File: src/rtl/brc_iter.sv
// brc_iter: multi-cycle chunked comparator producing less/equal flags, MSB chunk first
// Ports: i_clk/i_rst (sync active-high), i_flush aborts; request i_valid/o_ready with
// i_rs1_data, i_rs2_data, i_br_un; result o_valid/i_ready with o_br_less, o_br_equal.
// Optional macro BRC_ITER_EARLY_EXIT_EN: stop at the first differing chunk (variable latency).
module brc_iter #(
  parameter int WIDTH = 32,
  parameter int CHUNK = 8
) (
  input  logic             i_clk,
  input  logic             i_rst,
  input  logic             i_flush,
  input  logic             i_valid,
  output logic             o_ready,
  input  logic [WIDTH-1:0] i_rs1_data,
  input  logic [WIDTH-1:0] i_rs2_data,
  input  logic             i_br_un,
  output logic             o_valid,
  input  logic             i_ready,
  output logic             o_br_less,
  output logic             o_br_equal
);
  localparam int NCHUNK = WIDTH / CHUNK;
  localparam int IW = NCHUNK > 1 ? $clog2(NCHUNK) : 1;
  localparam logic [WIDTH-1:0] MSB = {1'b1, {(WIDTH-1){1'b0}}};
  generate
    if (WIDTH % CHUNK != 0) begin : g_bad
      $error("brc_iter: WIDTH must be a multiple of CHUNK");
    end
  endgenerate
  typedef enum logic [1:0] {IDLE, CMP, DONE} state_t;
  state_t state;
  logic [WIDTH-1:0] a, b;
  logic [IW-1:0] idx;
  logic [CHUNK-1:0] ac [NCHUNK];
  logic [CHUNK-1:0] bc [NCHUNK];
  logic [CHUNK-1:0] ca, cb;
  genvar g;
  for (g = 0; g < NCHUNK; g++) begin : g_ch
    assign ac[g] = a[g*CHUNK +: CHUNK];
    assign bc[g] = b[g*CHUNK +: CHUNK];
  end
  assign ca = ac[idx];
  assign cb = bc[idx];
`ifndef BRC_ITER_EARLY_EXIT_EN
  // sticky record of the most significant differing chunk while lower chunks are stepped
  logic dec, dl;
`endif
  always_ff @(posedge i_clk) begin
    if (i_rst) begin
      state <= IDLE;
      o_valid <= 1'b0;
      o_ready <= 1'b1;
      o_br_less <= 1'b0;
      o_br_equal <= 1'b0;
      idx <= '0;
    end else if (i_flush) begin
      state <= IDLE;
      o_valid <= 1'b0;
      o_ready <= 1'b1;
    end else begin
      case (state)
        IDLE: if (i_valid) begin
          // flipping both sign bits maps two's complement order onto unsigned order
          a <= i_br_un ? i_rs1_data : i_rs1_data ^ MSB;
          b <= i_br_un ? i_rs2_data : i_rs2_data ^ MSB;
          idx <= IW'(NCHUNK - 1);
          o_ready <= 1'b0;
          state <= CMP;
`ifndef BRC_ITER_EARLY_EXIT_EN
          dec <= 1'b0;
`endif
        end
        CMP: begin
`ifdef BRC_ITER_EARLY_EXIT_EN
          if (ca != cb || idx == '0) begin
            o_br_less <= ca < cb;
            o_br_equal <= ca == cb;
            o_valid <= 1'b1;
            state <= DONE;
          end else idx <= idx - 1'b1;
`else
          if (!dec && ca != cb) begin
            dec <= 1'b1;
            dl <= ca < cb;
          end
          if (idx == '0) begin
            o_br_less <= dec ? dl : ca < cb;
            o_br_equal <= !dec && ca == cb;
            o_valid <= 1'b1;
            state <= DONE;
          end else idx <= idx - 1'b1;
`endif
        end
        DONE: if (i_ready) begin
          o_valid <= 1'b0;
          o_ready <= 1'b1;
          state <= IDLE;
        end
        default: state <= IDLE;
      endcase
    end
  end
endmodule

File: config.mk
export PLATFORM = sky130hd
export DESIGN_NAME = brc_iter
export DESIGN_NICKNAME = d
export VERILOG_FILES = /design/src/rtl/brc_iter.sv
export SDC_FILE = /design/constraint.sdc
export NUM_CORES = 1
export LEC_CHECK = 0
export BUFFER_PORTS_ARGS = -buffer_cell sky130_fd_sc_hd__buf_2
export CORE_MARGIN = 2
export CORE_UTILIZATION = 30
export CTS_CLUSTER_DIAMETER = 100
export DETAILED_ROUTE_END_ITERATION = 16
export SLEW_MARGIN = 30
export SYNTH_ARGS = -nofsm -noshare
export SYNTH_HDL_FRONTEND = slang
export SYNTH_SLANG_ARGS = --single-unit
File: constraint.sdc
create_clock -name i_clk -period 7 [get_ports i_clk]
set_input_delay 0.7 -clock i_clk [delete_from_list [all_inputs] [get_ports i_clk]]
set_output_delay 0.7 -clock i_clk [all_outputs]
set_load 0.01 [all_outputs]
==> results.ini <==
[power]
power_switching_uw=203
intPower_uw=818
pwr-share-seq_pct=49.6
clock_power_share_pct=41.6
power_leakage_nw=1.41
power.density_cell_area_nw_per_um2=270
p_total_mw=1.02
switching_share_pct=19.8
ir_drop_mv=0.121
p_comb_share_pct=8.8

[worst_setup_path]
worstRegToRegCells=8
crit_required_ps=7250
r2r_slack_ps=3930
worstSetupPathType=flip-flop to flip-flop
worstSetupEndpointType=flip-flop
worstPathMaxFanout=10
crit_path_start_kind=flip-flop
cp.buffers_inverters=1
critPathTopFamily=flip-flops
cp.arrival_ps=3320
cp.depth=8
slowest_stage=dfxtp_1
r2r_end=o_br_less
crit_path_max_incr_delay_ps=700
r2r_start=idx[0]
crit_path_cell_trace=buf_4, mux4_2, ha_1, nor2b_4, o211ai_2, a21oi_2, or4b_4, a311oi_2

[clock_tree]
path_clk_slew_ps=70
cts_tree=built
cts_resized=0
clkSinkCount=74
cts-buffers-inserted=9
root_buffer=clkbuf_8
clock_latency_ps=340
htreeDepth=3
cts_buffer_depth=2
cts_setup_buffers=0
hold_buffers=0

[sta]
setup_violations=0
finalSetupTns_ps=0
post-route-min-period_ps=3070
fmax_mhz=325
setup_slack_ps=3930
tightest_slew_ps=829
hold_violations=0
final.period_utilization_pct=43.9
slew_headroom_pct=44.6
slew_viol_final=0
rsz0062_at_grt=no
skew_ps=6.91

[job]
cap_violations=0

[finish]
drive_gt1_share_pct=44.3
layout.nets=327
syn2layout_area_growth_pct=26.3
diodes=0
fill_cells=938

[floorplanning]
initial_utilization_pct=30.8
rows=36
fp.dieW_microns=104
die-area_sq_um=10800
io_pins=74
core_area_sq_um=9730
die_h_microns=104

[logic_synthesis]
synth_top_area_share_pct=66.1
yosysSeqAreaShare_pct=71.5
ys_top_cells_by_count=edfxtp_1 (66), mux4_2 (16), nor2_1 (13)
synth_flop_cell=edfxtp_1
synth_seq_cells=74
syn_inst=168
synth_edf_count=66
synth_area_sq_um=3000
async_flop_share_pct=0
yosysMostFrequentCell=edfxtp_1
synth.net_count=247
synthDistinctLibCells=28
yosys.area.top_type=edfxtp_1
yosysWarnings=0
synth.avg_cell_area_sq_um=17.8
ys_top_cells_by_area=edfxtp_1 (66%), mux4_2 (12%), dfxtp_1 (5.3%)

[grt]
grt_max_degree=65
grt_pass1_vias=1899
antenna_found_initial=0
grt_pass1_wl_microns=9340
grt_usage_pct=11.4
gr-total-overflow=0

[worst_hold_path]
hold_end=o_br_equal
hold_class=flip-flop to flip-flop
whs_path_depth=2
hp-start=o_br_equal

[place]
dp_slack_ps=3850
hpwl_microns=4080
gp_congestion=0.684
port_buffers=73

[drt]
remaining_drc_errors=0
postRouteWirelength_microns=5600
ant_nets=0
wire_per_inst_microns=14.5
viasPerCell=4.38
drt-initial-drc-count=47
vias=1691
dr.pass1.iters=4

[run_status]
status=completed

## stage by stage
step           instance area (sq um)  hold slack [ps]  utilization, %  std cells
6_report                        3790              505            38.9        386
3_5_place_dp                    3520              486            36.2        370
3_3_place_gp                    3520              494            36.2        370
2_1_floorplan                   3000              531               -        168
4_1_cts                         3790              508            38.9        386
5_1_grt                         3790              503            38.9        386
## worst max path at each step
stage,start,end,slack [ps]
after floorplan,i_rst,a[0],2600
after global placement,idx[0],o_br_less,4000
after detailed placement,idx[0],o_br_less,3850
after CTS,idx[0],o_br_less,3850
after global routing,idx[0],o_br_less,3670
final,idx[0],o_br_less,3930
## worst register-to-register path, cell delays in order (launching register included)
cell	delay, ps
dfxtp_1	700
buf_4	330
mux4_2	550
ha_1	330
nor2b_4	130
o211ai_2	150
a21oi_2	80
or4b_4	510
a311oi_2	210
## per-layer routing
metal | track usage (%) | part of all wire [%] | up-vias
li1 | - | - | 817
met1 | 15.2 | 46 | 799
met2 | 16.8 | 45 | 63
met3 | 3.38 | 6.2 | 12
met4 | 5.79 | 2.0 | 0
met5 | 0 | 0 | -
## flip-flops by register name (all words and copies together) (netlist names)
| name | flops |
|---|---|
| dec | 1 |
| o_br_less | 1 |
| o_valid | 1 |
| a | 32 |
| o_ready | 1 |
| idx | 2 |
| b | 32 |
| state | 2 |
| dl | 1 |
| o_br_equal | 1 |
## area by class of cell
class                   count  area [sq um]  share of cell area, %
multi-input cells          78           796                   21.0
well taps                 133           166                   4.39
flip-flops and latches     74          2140                   56.6
clock inverters             7           141                   3.73
clock buffers               9           124                   3.27
inverters                  10          37.5                  0.991
repair buffers             75           380                   10.0
## logic make-up (layout without fill, tap and decap cells)
family | count (synthesis) | after routing | share of synthesized area, %
flip-flops | 74 | 74 | 71.5
AND/OR/NAND/NOR | 35 | 35 | 6.22
multiplexers | 17 | 17 | 12.4
buffers and inverters | 16 | 101 | 2.25
AO/OA/AOI/OAI | 15 | 15 | 3.38
adder cells (fa/ha/maj) | 9 | 9 | 3.76
XOR/XNOR | 2 | 2 | 0.584
## layout by cell type (no fill, tap or decap)
cell / instances
nand2b_1: 2
nor3_1: 3
nor3b_1: 1
or3_1: 2
mux2i_1: 1
buf_4: 2
a211oi_1: 2
nor2b_1: 2
buf_2: 73
a311oi_2: 1
a21oi_1: 8
inv_1: 10
or4b_4: 1
dfxtp_1: 8
clkbuf_8: 9
clkinv_1: 1
clkinv_4: 2
ha_1: 9
bufinv_16: 4
and3b_1: 1
nor2b_4: 1
nor2_4: 1
mux4_2: 16
edfxtp_1: 66
and3_1: 1
nor2_1: 12
o211ai_2: 1
o21ai_1: 2
nand4_1: 2
a21oi_2: 1
nand2_1: 6
xnor2_1: 2
## power groups by stage
stage / Sequential, mW / Clock, mW / Combinational, mW
floorplan: 0.510 / 0 / 0.0613
global route: 0.509 / 0.459 / 0.101
global placement: 0.517 / 0 / 0.0884
finish: 0.507 / 0.424 / 0.0898
CTS: 0.507 / 0.437 / 0.0922
detailed placement: 0.517 / 0 / 0.0916
(Power assumes the default switching activity.)
